### src/rtl/dmem_sram_bridge.sv
// Data-side bridge from the M-stage load/store unit to an SRAM-like port.
// One request/response transaction per memory instruction; stalls M until the response arrives.
module dmem_sram_bridge #(
  parameter int ADDR_W = 32,
  parameter int DATA_W = 32
) (
  input  logic                  clk,
  input  logic                  resetn,
  input  logic                  mem_en_i,
  input  logic [DATA_W/8-1:0]   mem_wen_i,
  input  logic [1:0]            mem_size_i,
  input  logic [ADDR_W-1:0]     mem_addr_i,
  input  logic [DATA_W-1:0]     mem_wdata_i,
  input  logic                  except_i,
  input  logic                  stall_all_i,
  output logic                  mem_stall_o,
  output logic [DATA_W-1:0]     mem_rdata_o,
  output logic                  data_req,
  output logic                  data_wr,
  output logic [1:0]            data_size,
  output logic [DATA_W/8-1:0]   data_wstrb,
  output logic [ADDR_W-1:0]     data_addr,
  output logic [DATA_W-1:0]     data_wdata,
  input  logic                  data_addr_ok,
  input  logic                  data_data_ok,
  input  logic [DATA_W-1:0]     data_rdata
);

  typedef enum logic [1:0] {
    S_IDLE = 2'd0,
    S_REQ  = 2'd1,
    S_WAIT = 2'd2,
    S_DONE = 2'd3
  } state_e;

  // kseg0/kseg1 are unmapped windows onto the low 512 MB of physical space
  function automatic logic [ADDR_W-1:0] va2pa(input logic [ADDR_W-1:0] va);
    logic [ADDR_W-1:0] pa;
    if (va[ADDR_W-1 -: 2] == 2'b10) begin
      pa = {3'b000, va[ADDR_W-4:0]};
    end else begin
      pa = va;
    end
    return pa;
  endfunction

  state_e                state_q, state_d;
  logic                  req_q, req_d;
  logic                  wr_q, wr_d;
  logic [1:0]            size_q, size_d;
  logic [DATA_W/8-1:0]   wstrb_q, wstrb_d;
  logic [ADDR_W-1:0]     addr_q, addr_d;
  logic [DATA_W-1:0]     wdata_q, wdata_d;
  logic [DATA_W-1:0]     rdata_q, rdata_d;
  logic                  start_s;
  logic                  stall_s;

  assign start_s = mem_en_i & ~except_i;

  always_comb begin
    state_d = state_q;
    req_d   = req_q;
    wr_d    = wr_q;
    size_d  = size_q;
    wstrb_d = wstrb_q;
    addr_d  = addr_q;
    wdata_d = wdata_q;
    rdata_d = rdata_q;
    stall_s = 1'b0;
    case (state_q)
      S_IDLE: begin
        stall_s = start_s;
        if (start_s) begin
          state_d = S_REQ;
          req_d   = 1'b1;
          wr_d    = |mem_wen_i;
          size_d  = mem_size_i;
          wstrb_d = mem_wen_i;
          addr_d  = va2pa(mem_addr_i);
          wdata_d = mem_wdata_i;
        end else begin
          state_d = S_IDLE;
        end
      end
      S_REQ: begin
        stall_s = 1'b1;
        if (data_addr_ok) begin
          req_d   = 1'b0;
          state_d = S_WAIT;
        end else begin
          state_d = S_REQ;
        end
      end
      S_WAIT: begin
        stall_s = 1'b1;
        // Stores capture the response word too; M simply ignores it
        if (data_data_ok) begin
          rdata_d = data_rdata;
          state_d = S_DONE;
        end else begin
          state_d = S_WAIT;
        end
      end
      S_DONE: begin
        stall_s = 1'b0;
        if (stall_all_i) begin
          state_d = S_DONE;
        end else begin
          state_d = S_IDLE;
        end
      end
      default: begin
        state_d = S_IDLE;
        req_d   = 1'b0;
      end
    endcase
  end

  always_ff @(posedge clk or negedge resetn) begin
    if (!resetn) begin
      state_q <= S_IDLE;
      req_q   <= 1'b0;
      wr_q    <= 1'b0;
      size_q  <= 2'b00;
      wstrb_q <= '0;
      addr_q  <= '0;
      wdata_q <= '0;
      rdata_q <= '0;
    end else begin
      state_q <= state_d;
      req_q   <= req_d;
      wr_q    <= wr_d;
      size_q  <= size_d;
      wstrb_q <= wstrb_d;
      addr_q  <= addr_d;
      wdata_q <= wdata_d;
      rdata_q <= rdata_d;
    end
  end

  // Gated by reset so an M-stage request cannot stall the pipe while the bridge is held
  assign mem_stall_o = resetn & stall_s;
  assign mem_rdata_o = rdata_q;
  assign data_req    = req_q;
  assign data_wr     = wr_q;
  assign data_size   = size_q;
  assign data_wstrb  = wstrb_q;
  assign data_addr   = addr_q;
  assign data_wdata  = wdata_q;

endmodule
### config.mk
export PLATFORM = sky130hd
export DESIGN_NAME = dmem_sram_bridge
export DESIGN_NICKNAME = d
export VERILOG_FILES = /design/src/rtl/dmem_sram_bridge.sv
export SDC_FILE = /design/constraint.sdc
export NUM_CORES = 1
export LEC_CHECK = 0
export ABC_AREA = 1
export CAP_MARGIN = 40
export CORE_ASPECT_RATIO = 0.7
export CORE_MARGIN = 3
export CORE_UTILIZATION = 41
export CTS_BUF_LIST = sky130_fd_sc_hd__clkbuf_8
export DETAILED_ROUTE_END_ITERATION = 8
export GPL_TIMING_DRIVEN = 0
export HOLD_SLACK_MARGIN = 0.02
export PLACE_DENSITY = 0.8
export SLEW_MARGIN = 20
export SYNTH_ARGS = -nofsm -noshare
export SYNTH_HDL_FRONTEND = slang
export SYNTH_SLANG_ARGS = --single-unit
### constraint.sdc
create_clock -name clk -period 1.6 [get_ports clk]
set_clock_uncertainty 0.1 [all_clocks]
set_input_delay 0.16 -clock clk [delete_from_list [all_inputs] [get_ports clk]]
set_output_delay 0.16 -clock clk [all_outputs]
set_load 0.05 [all_outputs]
==> impl_results.md <==
- Vias post-DR: 3871
- Avg Cell Area, Syn: 8.82 um2
- R2r startpoint: state_q[0]$_DFF_PN0_
- Crit path largest cell delay: 420 ps
- Final Cell Area: 0.00666 mm2
- Fin. max-slew vios: 0
- Pre-antenna DRT Iters: 5
- Crit share post-route: 1.07
- Die H: 90.4 um
- 1st-iter DRT viols: 239
- Commonest non-fill, non-tap cell in the layout: nand2_1
- Final GP Congestion: 0.852
- Area of the multi-input gates: 0.00139 mm2
- Cell Chain, Critical Path: inv_2 > ha_2 > o21ai_2 > a21oi_2 > buf_6
- Crit start category: flop
- CTS tree: built
- Final worst setup slack: -107 ps
- Storage element area: 0.00265 mm2
- Slew margin rel.: 0.644
- Worst-Skew Late Latency: 350 ps
- DR WL met3: 1.02 mm
- FMAX: 586 MHz
- Critical path class: reg2out
- Post-layout util: 0.680
- Drt drc: 0
- Failing checks: negative hold slack, negative setup slack
- Initial antenna violation count: 0
- Worst setup path end: mem_stall_o
- Via-per-instance ratio: 4.66
- R2R Path End: data_wdata[19]$_DFFE_PN0P_
- Arrival @ worst endpoint: 1450 ps
- Number of H-tree levels: 3
- Fraction of layout cells with a size suffix above 1: 0.0698
- Status: finished, violations left
- FILL cells: 817
- Leakage: 0.00366 uW
- Critical path required time: 1340 ps
- # IOs: 214
- Final hold violations: 52
- Clk Tree Root Cell: clkbuf_8
- Antenna-violating nets left: 0
- First-pass GRT wire length: 19.2 mm
- Final non-filler cell total: 830
- Clock buffer depth: 2
- Fin crit period: 1710 ps
- Clock transition at the registers of the reported paths: 90 ps
- Hold_ws: -354 ps
- Power per standard cell area: 1410 mW/mm2
- Routed wire length: 11.8 mm
- Count of cell types in the netlist: 16
- All-Layer GR Usage: 0.208
- Synth-to-Final Area Change: 59.6%
- Number of synthesized register bits: 106
- Vias in the first global route: 3842
- Crit path max fanout: 3
- Mapped Nets: 587
- Yosys warns: 0
- Post-DP Area: 0.00649 mm2
- Met1 wire length: 4.95 mm
- Unrepaired setup endpoints after global routing: yes
- Maximum VDD drop: 0.892 mV
- Initial Util: 0.426
- Max stage delay cell, worst path: dfrtp_1
- Placed insts: 814
- Largest cells by area after synthesis: dfrtp_1, nand2_1, nand3_1, ha_1, buf_2
- Chip width: 127 um
- Register area share after synthesis: 0.635
- Core area: 0.00980 mm2
- Max layer used: met4
- Pre-CTS setup slack: -458 ps
- Largest net degree at the start of global routing: 55
- Max-Cap Viols: 0
- Ant. Diodes: 0
- Die area: 0.0114 mm2
- Total grt overflow: 0
- Reg2reg path depth: 7
- Worst hold path type: in2async
- R2R Setup Slk: 110 ps
- Leading cell types in the layout, fill and taps excluded: nand2_1, dfrtp_1, clkdlybuf4s50_1
- Final-report setup violation count: 1
- Setup TNS: -107 ps
- Syn Std Cell Area: 0.00417 mm2
- Crit. End Element: primary output
- Dpl hpwl: 9.22 mm
- Met2 WL: 5.76 mm
- Mean routed wirelength per cell: 14.3 um
- Rows: 30
- Buffers on Ports: 212
- Synth top area share: 0.635
- Mapped Cells: 473
- Worst setup path startpoint: state_q[0]$_DFF_PN0_
- Worst-Margin Slew: 536 ps
- Area leader, netlist: dfrtp_1
- Final-stage net count: 812
- Number of buffers created by CTS: 9
- CTS Sinks: 106
## synth_stat cells (all sizes together)
cell type	instances
a21oi	3
buf	16
clkbuf	10
dfrtp	106
ha	5
inv	11
nand2	277
nand3	34
nand3b	1
nand4	1
nor2	2
o21ai	7
## routing by layer
| layer | track usage | up-vias |
|---|---|---|
| li1 | - | 1898 |
| met4 | 0.0464 | 0 |
| met1 | 0.271 | 1816 |
| met5 | 0 | - |
| met3 | 0.0615 | 10 |
| met2 | 0.346 | 147 |
## power breakdown
| part | internal [uW] | switching [uW] |
|---|---|---|
| logic | 1100 | 2990 |
| clock network | 865 | 859 |
| registers | 3270 | 307 |
| total | 5240 | 4150 |
## metrics by stage
stage	hold WS [ps]	power [uW]
floorplan	-236	6340
global placement	353	8070
detailed placement	44.0	8160
CTS	-354	9470
global route	-345	9880
finish	-354	9390
## area by class of cell
cell class | count | share of cell area
buffer | 26 | 0.0270
inverter | 11 | 0.00620
timing repair buffer | 214 | 0.305
tap | 128 | 0.0240
clock buffer | 9 | 0.0186
multi-input combinational | 330 | 0.208
sequential | 106 | 0.398
clock inverter | 6 | 0.0126
## worst min path at each step
stage	from	endpoint	slack, ps	cells past startpoint
global route	resetn	mem_rdata_o[5]$_DFFE_PN0P_	-340	1
finish	resetn	data_req$_DFFE_PN0P_	-350	1
detailed placement	resetn	mem_rdata_o[6]$_DFFE_PN0P_	40	1
CTS	resetn	mem_rdata_o[3]$_DFFE_PN0P_	-350	1
floorplan	resetn	data_addr[0]$_DFFE_PN0P_	-240	0
global placement	mem_rdata_o[20]$_DFFE_PN0P_	mem_rdata_o[20]$_DFFE_PN0P_	350	2
## critical path, delay by kind of cell, from the launching register on
family	cells	cell delay (ps)
AO/OA/AOI/OAI	2	190
adder cells (fa/ha/maj)	1	210
buffers and inverters	2	280
flip-flops	1	420
## cell families (layout without fill, tap and decap cells)
kind of cell             after synthesis  after routing  synth area share
buffers and inverters                 37            266            0.0414
adder cells (fa/ha/maj)                5              5            0.0150
AND/OR/NAND/NOR                      315            315             0.296
AO/OA/AOI/OAI                         10             10            0.0120
flip-flops                           106            106             0.635
## registers in the layout, summed over array words and instances, names as in the netlist
| signal | count |
|---|---|
| state_q | 2 |
| data_wdata | 32 |
| data_addr | 32 |
| mem_rdata_o | 32 |
| data_req | 1 |
| data_size | 2 |
| data_wr | 1 |
| data_wstrb | 4 |
## repair_timing
| item | CTS | global route |
|---|---|---|
| hold endpoints to repair | 52 | 52 |
| endpoints found under the setup margin | 206 | 100 |
| setup buffers | 0 | 1 |
| pin swaps | 0 | 0 |
| resized for setup | 122 | 29 |
No activity file was read; power rests on OpenSTA's default activity.
